**src/rtl/seq_detect_pkg.sv**
```systemverilog
// Shared constants and types for the serial pattern detector front end.
package seq_detect_pkg;

    localparam int WORD_W_DEF  = 8;
    localparam int PAT_LEN_DEF = 8;
    localparam int CNT_W_DEF   = 8;

    localparam logic [PAT_LEN_DEF-1:0] PAT_DEFAULT = 8'b11101000;

    localparam logic ST_IDLE  = 1'b0;
    localparam logic ST_SHIFT = 1'b1;

    typedef enum logic {
        S_IDLE  = ST_IDLE,
        S_SHIFT = ST_SHIFT
    } state_t;

    // Width of an index that must reach n-1; never narrower than one bit.
    function automatic int idx_width(input int n);
        return (n > 1) ? $clog2(n) : 1;
    endfunction

endpackage

```
**src/rtl/seq_detect_match_core.sv**
```systemverilog
// Overlapping matcher: shifts in one bit per valid cycle and pulses hit
// once the last PAT_LEN bits equal the pattern and the window is full.
module seq_match_core #(
    parameter int PAT_LEN = 8
) (
    input  logic               clk,
    input  logic               rst_n,
    input  logic               bit_valid,
    input  logic               bit_in,
    input  logic [PAT_LEN-1:0] pattern,
    input  logic               clear,
    output logic               hit
);

    localparam int FILL_W = $clog2(PAT_LEN + 1);
    localparam logic [FILL_W-1:0] FILL_FULL = FILL_W'(PAT_LEN);

    logic [PAT_LEN-1:0] history;
    logic [PAT_LEN-1:0] history_next;
    logic [FILL_W-1:0]  fill;
    logic [FILL_W-1:0]  fill_next;

    assign history_next = {history[PAT_LEN-2:0], bit_in};
    assign fill_next    = (fill == FILL_FULL) ? fill : fill + 1'b1;

    // History window, fill level and registered hit; clear restarts the window.
    always_ff @(posedge clk or negedge rst_n) begin
        if (!rst_n) begin
            history <= '0;
            fill    <= '0;
            hit     <= 1'b0;
        end else if (clear) begin
            history <= '0;
            fill    <= '0;
            hit     <= 1'b0;
        end else if (bit_valid) begin
            history <= history_next;
            fill    <= fill_next;
            hit     <= (history_next == pattern) && (fill_next == FILL_FULL);
        end else begin
            hit     <= 1'b0;
        end
    end

endmodule

```
**src/rtl/seq_detect_ctrl.sv**
```systemverilog
// Front-end controller: accepts words over valid/ready, serialises them
// MSB-first, feeds the matcher and keeps a saturating hit counter.
//
// state   | meaning
// --------+-----------------------------------------------------------
// S_IDLE  | no word in flight; ready for a word, pattern writes allowed
// S_SHIFT | serialising; bit_idx is the position of the bit on ser_bit
module seq_detect_ctrl
    import seq_detect_pkg::*;
#(
    parameter int                   WORD_W  = WORD_W_DEF,
    parameter int                   PAT_LEN = PAT_LEN_DEF,
    parameter int                   CNT_W   = CNT_W_DEF,
    parameter logic [PAT_LEN-1:0]   RST_PAT = PAT_LEN'(PAT_DEFAULT)
) (
    input  logic               clk,
    input  logic               rst_n,
    input  logic               cfg_we,
    input  logic [PAT_LEN-1:0] cfg_pattern,
    input  logic               in_valid,
    input  logic [WORD_W-1:0]  in_data,
    output logic               in_ready,
    output logic               busy,
    output logic               ser_valid,
    output logic               ser_bit,
    output logic               hit,
    output logic [CNT_W-1:0]   hit_cnt,
    input  logic               clr_cnt
);

    localparam int IDX_W = idx_width(WORD_W);
    localparam logic [IDX_W-1:0] LAST_IDX = IDX_W'(WORD_W - 1);

    state_t             state;
    logic [WORD_W-1:0]  shreg;
    logic [IDX_W-1:0]   bit_idx;
    logic [PAT_LEN-1:0] pattern;
    logic               last_bit;
    logic               cfg_take;

    // The bit on ser_bit is always the top of the shift register, so the
    // serial outputs come straight from flops.
    assign last_bit  = (state == S_SHIFT) && (bit_idx == LAST_IDX);
    assign in_ready  = (state == S_IDLE) || last_bit;
    assign busy      = (state == S_SHIFT);
    assign ser_valid = (state == S_SHIFT);
    assign ser_bit   = shreg[WORD_W-1];
    assign cfg_take  = cfg_we && (state == S_IDLE);

    // Serialiser FSM: load on handshake, shift each cycle, reload on the
    // last bit when another word is waiting so the stream has no bubble.
    always_ff @(posedge clk or negedge rst_n) begin
        if (!rst_n) begin
            state   <= S_IDLE;
            shreg   <= '0;
            bit_idx <= '0;
        end else begin
            case (state)
                S_IDLE: begin
                    if (in_valid) begin
                        shreg   <= in_data;
                        bit_idx <= '0;
                        state   <= S_SHIFT;
                    end
                end
                S_SHIFT: begin
                    if (bit_idx == LAST_IDX) begin
                        bit_idx <= '0;
                        if (in_valid) begin
                            shreg <= in_data;
                        end else begin
                            shreg <= '0;
                            state <= S_IDLE;
                        end
                    end else begin
                        shreg   <= {shreg[WORD_W-2:0], 1'b0};
                        bit_idx <= bit_idx + 1'b1;
                    end
                end
                default: begin
                    state   <= S_IDLE;
                    shreg   <= '0;
                    bit_idx <= '0;
                end
            endcase
        end
    end

    // Pattern register; writes only land while no word is being shifted.
    always_ff @(posedge clk or negedge rst_n) begin
        if (!rst_n) begin
            pattern <= RST_PAT;
        end else if (cfg_take) begin
            pattern <= cfg_pattern;
        end
    end

    seq_match_core #(
        .PAT_LEN (PAT_LEN)
    ) u_match (
        .clk       (clk),
        .rst_n     (rst_n),
        .bit_valid (ser_valid),
        .bit_in    (ser_bit),
        .pattern   (pattern),
        .clear     (cfg_take),
        .hit       (hit)
    );

    // Saturating hit counter; a clear coinciding with a hit leaves one count.
    always_ff @(posedge clk or negedge rst_n) begin
        if (!rst_n) begin
            hit_cnt <= '0;
        end else if (clr_cnt) begin
            hit_cnt <= hit ? CNT_W'(1) : '0;
        end else if (hit && (hit_cnt != '1)) begin
            hit_cnt <= hit_cnt + 1'b1;
        end
    end

endmodule

```
**config.mk**
```make
export PLATFORM = sky130hd
export DESIGN_NAME = seq_detect_ctrl
export DESIGN_NICKNAME = d
export VERILOG_FILES = /design/src/rtl/seq_detect_pkg.sv /design/src/rtl/seq_detect_match_core.sv /design/src/rtl/seq_detect_ctrl.sv
export SDC_FILE = /design/constraint.sdc
export NUM_CORES = 1
export LEC_CHECK = 0
export ABC_AREA = 1
export CORE_MARGIN = 10
export CORE_UTILIZATION = 25
export CTS_CLUSTER_DIAMETER = 80
export DETAILED_ROUTE_END_ITERATION = 10
export PLACE_DENSITY = 0.44
export SYNTH_ARGS = -nofsm -noshare
export SYNTH_HDL_FRONTEND = slang
export SYNTH_HIERARCHICAL = 1
export SYNTH_SLANG_ARGS = --single-unit
```
**constraint.sdc**
```tcl
create_clock -name clk -period 2.5 [get_ports clk]
set_clock_uncertainty 0.1 [all_clocks]
set_input_delay 0.375 -clock clk [delete_from_list [all_inputs] [get_ports clk]]
set_output_delay 0.375 -clock clk [all_outputs]
set_load 0.01 [all_outputs]
```
Word level (Yosys, flattened, before mapping):

Index checks and enable logic that the tools add are counted.

* bits in registers: 40
* output and inout port bits: 13

* add/sub/neg operators: 3
* equality and inequality tests: 6
* multiplexer cells: 20
* bitwise operators: 1
* reduce and logical (&&, ||, !) cells: 7

Operators by type and width (count)
* 2-to-1 mux 8 bit: 5
* one-hot mux 8 bit (2 select lines): 1
* 2-to-1 mux 7 bit: 2
* 2-to-1 mux 4 bit: 3
* adder 8 x 1 -> 8 bit (second input constant): 1
* equality test 4 bit (second input constant): 2
* equality test 8 bit: 1
* inequality test 8 bit (second input constant): 1
* 2-to-1 mux 3 bit: 2
* one-hot mux 3 bit (2 select lines): 1
* 2-to-1 mux 1 bit: 5
* adder 4 x 1 -> 4 bit (second input constant): 1
* logical AND 1 bit: 4
* nonzero test 2 bit: 2
* adder 3 x 1 -> 3 bit (second input constant): 1
* equality test 3 bit (second input constant): 1
* inequality test 2 bit (second input constant): 1
* one-hot mux 1 bit (2 select lines): 1
* logical OR 1 bit: 1
* NOT 1 bit: 1

Depth between registers and ports, before layout:

Gate-level depths: netlist (run 1).

* depth in word-level cells: 6
* depth in mapped cells: 9
* gate-level depth less buffers: 9

Hierarchy:

The synthesis (run 1) kept the hierarchy.

Modules (own cells, without submodules)
* seq_detect_ctrl: instances 1, cells each 167, area each 1397.6 sq um
* seq_match_core: instances 1, cells each 89, area each 661.9 sq um

Worst setup path after synthesis (run 1):

Ideal clock, no wire load.

* path type: reg-to-reg
* start: register state, in the netlist busy
* end: register u_match.fill[0]
* library setup time: 0.126 ns
* arrival: 1.383 ns
* data required time: 2.274 ns
* slack: 0.891 ns
* stages on the path, launching flop included: 8
* buffers on the path: 0
* clock period less this slack: 1.609 ns
* path through: dfrtp_1 > inv_1 > nand2_2 > clkinv_1 > inv_2 > nand2_1 > nand3_1 > o21ai_1

* word-level cells in the longest chain between the ends: 3
* elaborated cells between the ends (all ways): 4

RTL lines
* from (decl): RTL line seq_detect_ctrl.sv:34 `state_t state;`
* from (signal assigned): RTL line seq_detect_ctrl.sv:54 `state <= S_IDLE;`
* from (signal assigned): RTL line seq_detect_ctrl.sv:63 `state <= S_SHIFT;`
* from (signal assigned): RTL line seq_detect_ctrl.sv:73 `state <= S_IDLE;`
* NOT 1 bit *
* logical AND 1 bit *: RTL line seq_detect_ctrl.sv:48 `assign cfg_take = cfg_we && (state == S_IDLE);`
* named net cfg_take: RTL line seq_detect_ctrl.sv:39 `logic cfg_take;`
* 2-to-1 mux 4 bit / nonzero test 2 bit (equally long branches)
* to (signal assigned): RTL line seq_detect_match_core.sv:38 `fill <= fill_next;`
* to (decl): RTL line seq_detect_match_core.sv:20 `logic [FILL_W-1:0] fill;`

Mark *: on every way through the listed nets, which the timed path passes. The rest lies on a longest branch.
A chain may end at the register's enable or synchronous reset.

Worst setup path after layout (run 1):

* start: register bit_idx[0]
* end: output in_ready

* word-level cells in the longest chain between the ends: 3

RTL lines
* from (decl): RTL line seq_detect_ctrl.sv:36 `logic [IDX_W-1:0] bit_idx;`
* from (signal assigned): RTL line seq_detect_ctrl.sv:77 `bit_idx <= bit_idx + 1'b1;`
* equality test 3 bit: RTL line seq_detect_ctrl.sv:43 `assign last_bit = (state == S_SHIFT) && (bit_idx == LAST_IDX);`
* logical AND 1 bit: RTL line seq_detect_ctrl.sv:43
* logical OR 1 bit: RTL line seq_detect_ctrl.sv:44 `assign in_ready = (state == S_IDLE) || last_bit;`
* to (decl): RTL line seq_detect_ctrl.sv:22 `output logic in_ready,`

No other way between the ends.

==> results.md, run 1 <==
* CTS tree: built
* Share of cells above drive strength 1 at 10.8%
* Largest net degree at the start of global routing at 41
* Area growth, synth to finish at 26.2%
* YS warnings at 6
* Combinational share of power at 36.8%
* I/O Buffers at 33
* GRT Total Usage at 8.02%
* Nets@finish at 321
* Root Driver: clkbuf_8
* Antenna Nets Post-Route at 0
* Max-Cap Viols at 0
* TNS Setup at 0 ps
* Post_cts resized at 0
* Synth Flop Type: dfrtp_1
* Post-synth EDFFs at 0
* Leak at 0.00123 uW
* Mapped cell area at 2060 um^2
* Site Rows at 33
* Vias in the first global route at 1850
* Grt ovf at 0
* Final Setup Violations at 0
* CP Depth at 4
* Via density at 4.32
* Critical Path Sink: in_ready
* Die width at 111 um
* Critical-path top delay cell: clkdlybuf4s50_1
* Critical path startpoint: bit_idx[0]
* Filler instances at 876
* RSZ-0062 raised after global routing: no
* CP endpoint kind: output pin
* Num CTS Buffers at 5
* Via count at 1728
* Final Hold Fails at 0
* Async S/R FF share, synth at 100%
* Type of the worst setup path: reg -> out
* Residual DRC at 0
* Power Density at 910 nW/um^2
* Layout Utilization at 32.0%
* Wire length of the first global-routing pass at 8470 um
* WHS at 24.8 ps
* Maximum vdd drop at 0.353 mV
* Syn Inst Count at 256
* Netlist cell types at 31
* Sequential share of power at 43.8%
* Fin area at 2600 um^2
* Max clock buf depth at 2
* Final Max Tran Viols at 0
* Clk slew on worst S/H paths at 80 ps
* CP bufs+invs at 1
* R2R Path End: u_match/fill[0]
* Int Power at 1480 uW
* CTS hold repair buffers at 0
* Worst R2R Start: busy
* Clock power frac at 19.4%
* Syn_area_per_cell at 8.04 um^2
* Clk Latency, worst-skew pair at 300 ps
* DIE AREA at 12300 um^2
* Startpoint types: flip-flop
* Starting density of the core at 25.3%
* Die H at 111 um
* Register area share after synthesis at 48.8%
* Worst Max-Slew Pin Slew at 515 ps
* Fmax achieved at 420 MHz
* GR Util met1 at 9.84%
* Met2 GRT Util at 12.7%
* Period utilization at 95.3%
* Syn_nets at 283
* CP dominant cell by count: ha_1
* Dpl hpwl at 3570 um
* R2R depth at 7
* Initial DRC count at 81
* Total clock sinks at 40
* Hold Crit Class: in -> async
* NetSw at 880 uW
* Drt pass-1 iters at 5
* Slowest stage delay, CP at 490 ps
* Inserted Diodes at 0
* Post-route minimum period at 2380 ps
* Worst path cell trace: ha_1 > ha_1 > or2_2 > clkdlybuf4s50_1
* Antenna violations before repair at 0
* CP Max Fanout at 4
* Top Usage Layer GRT: met2
* Placer Congestion at 0.752
* Switching share of power at 37.2%
* Yosys reg bits at 40
* Worst EP arrival at 1910 ps
* Crit path required time at 2030 ps
* Status: finished, final reports clean
* DRT Wirelength at 4780 um
* Setup bufs post-CTS at 0
* Top Family by Delay on Critical Path: buffers and inverters
* Wire per inst at 12.0 um
* Placed inst area at 2500 um^2
* R2R setup slack at 770 ps
* # IOs at 34
* H-tree lvl count at 2
* Core Footprint at 8130 um^2
* Met3 Track Usage GR at 2.71%
* Slew margin rel. at 65.7%
layout by cell type, fill, tap and decap left out, types with 2 or more instances in the layout:
cell type        netlist  routed
a21oi_1                2       2
buf_4                  2       3
clkbuf_8               0       6
clkdlybuf4s50_1        0      32
clkinv_1               2       2
clkinvlp_4             0       2
dfrtp_1               36      36
dfstp_2                4       4
ha_1                   6       6
inv_1                 31      31
inv_2                  5       5
nand2_1               84      84
nand2_2                4       4
nand3_1               25      25
nand3_2                3       3
nor2_1                14      14
nor2_2                 2       2
o21ai_0                4       4
o21ai_1                2       2
o21bai_1               2       2
o221ai_1               6       6
o22ai_1                8       8
xnor2_1                2       2
layout make-up:
type	instances	area, um^2	share of cell area [%]
Sequential cell	40	1010	38.7
Tap cell	105	131	5.05
Inverter	39	149	5.73
Clock inverter	2	15.0	0.577
Multi-Input combinational cell	172	868	33.4
Clock buffer	6	82.6	3.18
Timing Repair Buffer	36	348	13.4
Yosys cell counts, drive strengths merged (4+ instances only):
| master | count | area share [%] |
|---|---|---|
| buf | 5 | 1.8 |
| dfrtp | 36 | 44 |
| dfstp | 4 | 5.1 |
| ha | 6 | 3.6 |
| inv | 37 | 6.9 |
| nand2 | 88 | 17 |
| nand3 | 28 | 7.5 |
| nor2 | 16 | 3.2 |
| o21ai | 6 | 1.5 |
| o221ai | 6 | 2.6 |
| o22ai | 8 | 2.4 |
worst min-delay path by stage:
| stage | startpoint | to | cells past startpoint |
|---|---|---|---|
| after floorplan | rst_n | bit_idx[0] | 0 |
| after global placement | pattern[3] | pattern[3] | 2 |
| final | rst_n | hit_cnt[4] | 2 |
| after CTS | rst_n | u_match/history[2] | 2 |
| after detailed placement | rst_n | hit_cnt[4] | 2 |
| after global routing | rst_n | shreg[1] | 2 |
power groups by stage:
stage	registers (uW)	clock network [uW]	logic, uW
after CTS	1040	481	888
final	1040	458	871
after global placement	1050	0	876
after floorplan	1020	0	641
after global routing	1070	514	1010
after detailed placement	1050	0	885
routing by layer:
metal,wire length (um),vias up,share of wire (%)
met2,2080,34,44
met5,0,-,0
met3,272,8,5.7
met1,2370,793,50
met4,53,0,1.1
li1,-,893,-
state kept, by name, summed over array words and instances (netlist names):
name and cells:
shreg 8, u_match/fill 4, hit_cnt 8, bit_idx 3, u_match/history 7, u_match/hit 1, pattern 8, busy 1
logic make-up (layout without fill, tap and decap cells):
kind of cell               after synthesis  after routing  share of synthesized area (%)
buffers and inverters                   44             83                           8.99
xor gates and xnor gates                 3              3                           1.28
AOI/OAI and AO/OA                       27             27                           8.81
adders and majority gates                6              6                           3.65
and+or+nand+nor                        136            136                           28.4
DFF                                     40             40                           48.8
stage by stage:
| stage | power [uW] | setup WS (ps) | cells |
|---|---|---|---|
| final | 2370 | 116 | 400 |
| after CTS | 2410 | 85.9 | 400 |
| after detailed placement | 1940 | 431 | 392 |
| after global routing | 2590 | 27.5 | 400 |
| after global placement | 1920 | 448 | 392 |
| after floorplan | 1660 | 891 | 256 |
Power figures use the tool's default switching activity.
==> run 2: changes to the inputs <==
--- a/config.mk
+++ b/config.mk
@@ -10,6 +10,7 @@
 export CORE_UTILIZATION = 25
 export CTS_CLUSTER_DIAMETER = 80
 export DETAILED_ROUTE_END_ITERATION = 10
+export HOLD_SLACK_MARGIN = 0.03
 export PLACE_DENSITY = 0.44
 export SYNTH_ARGS = -nofsm -noshare
 export SYNTH_HDL_FRONTEND = slang
==> results of run 2 <==
Final layout, timing and power as in run 1 (identical DEF).
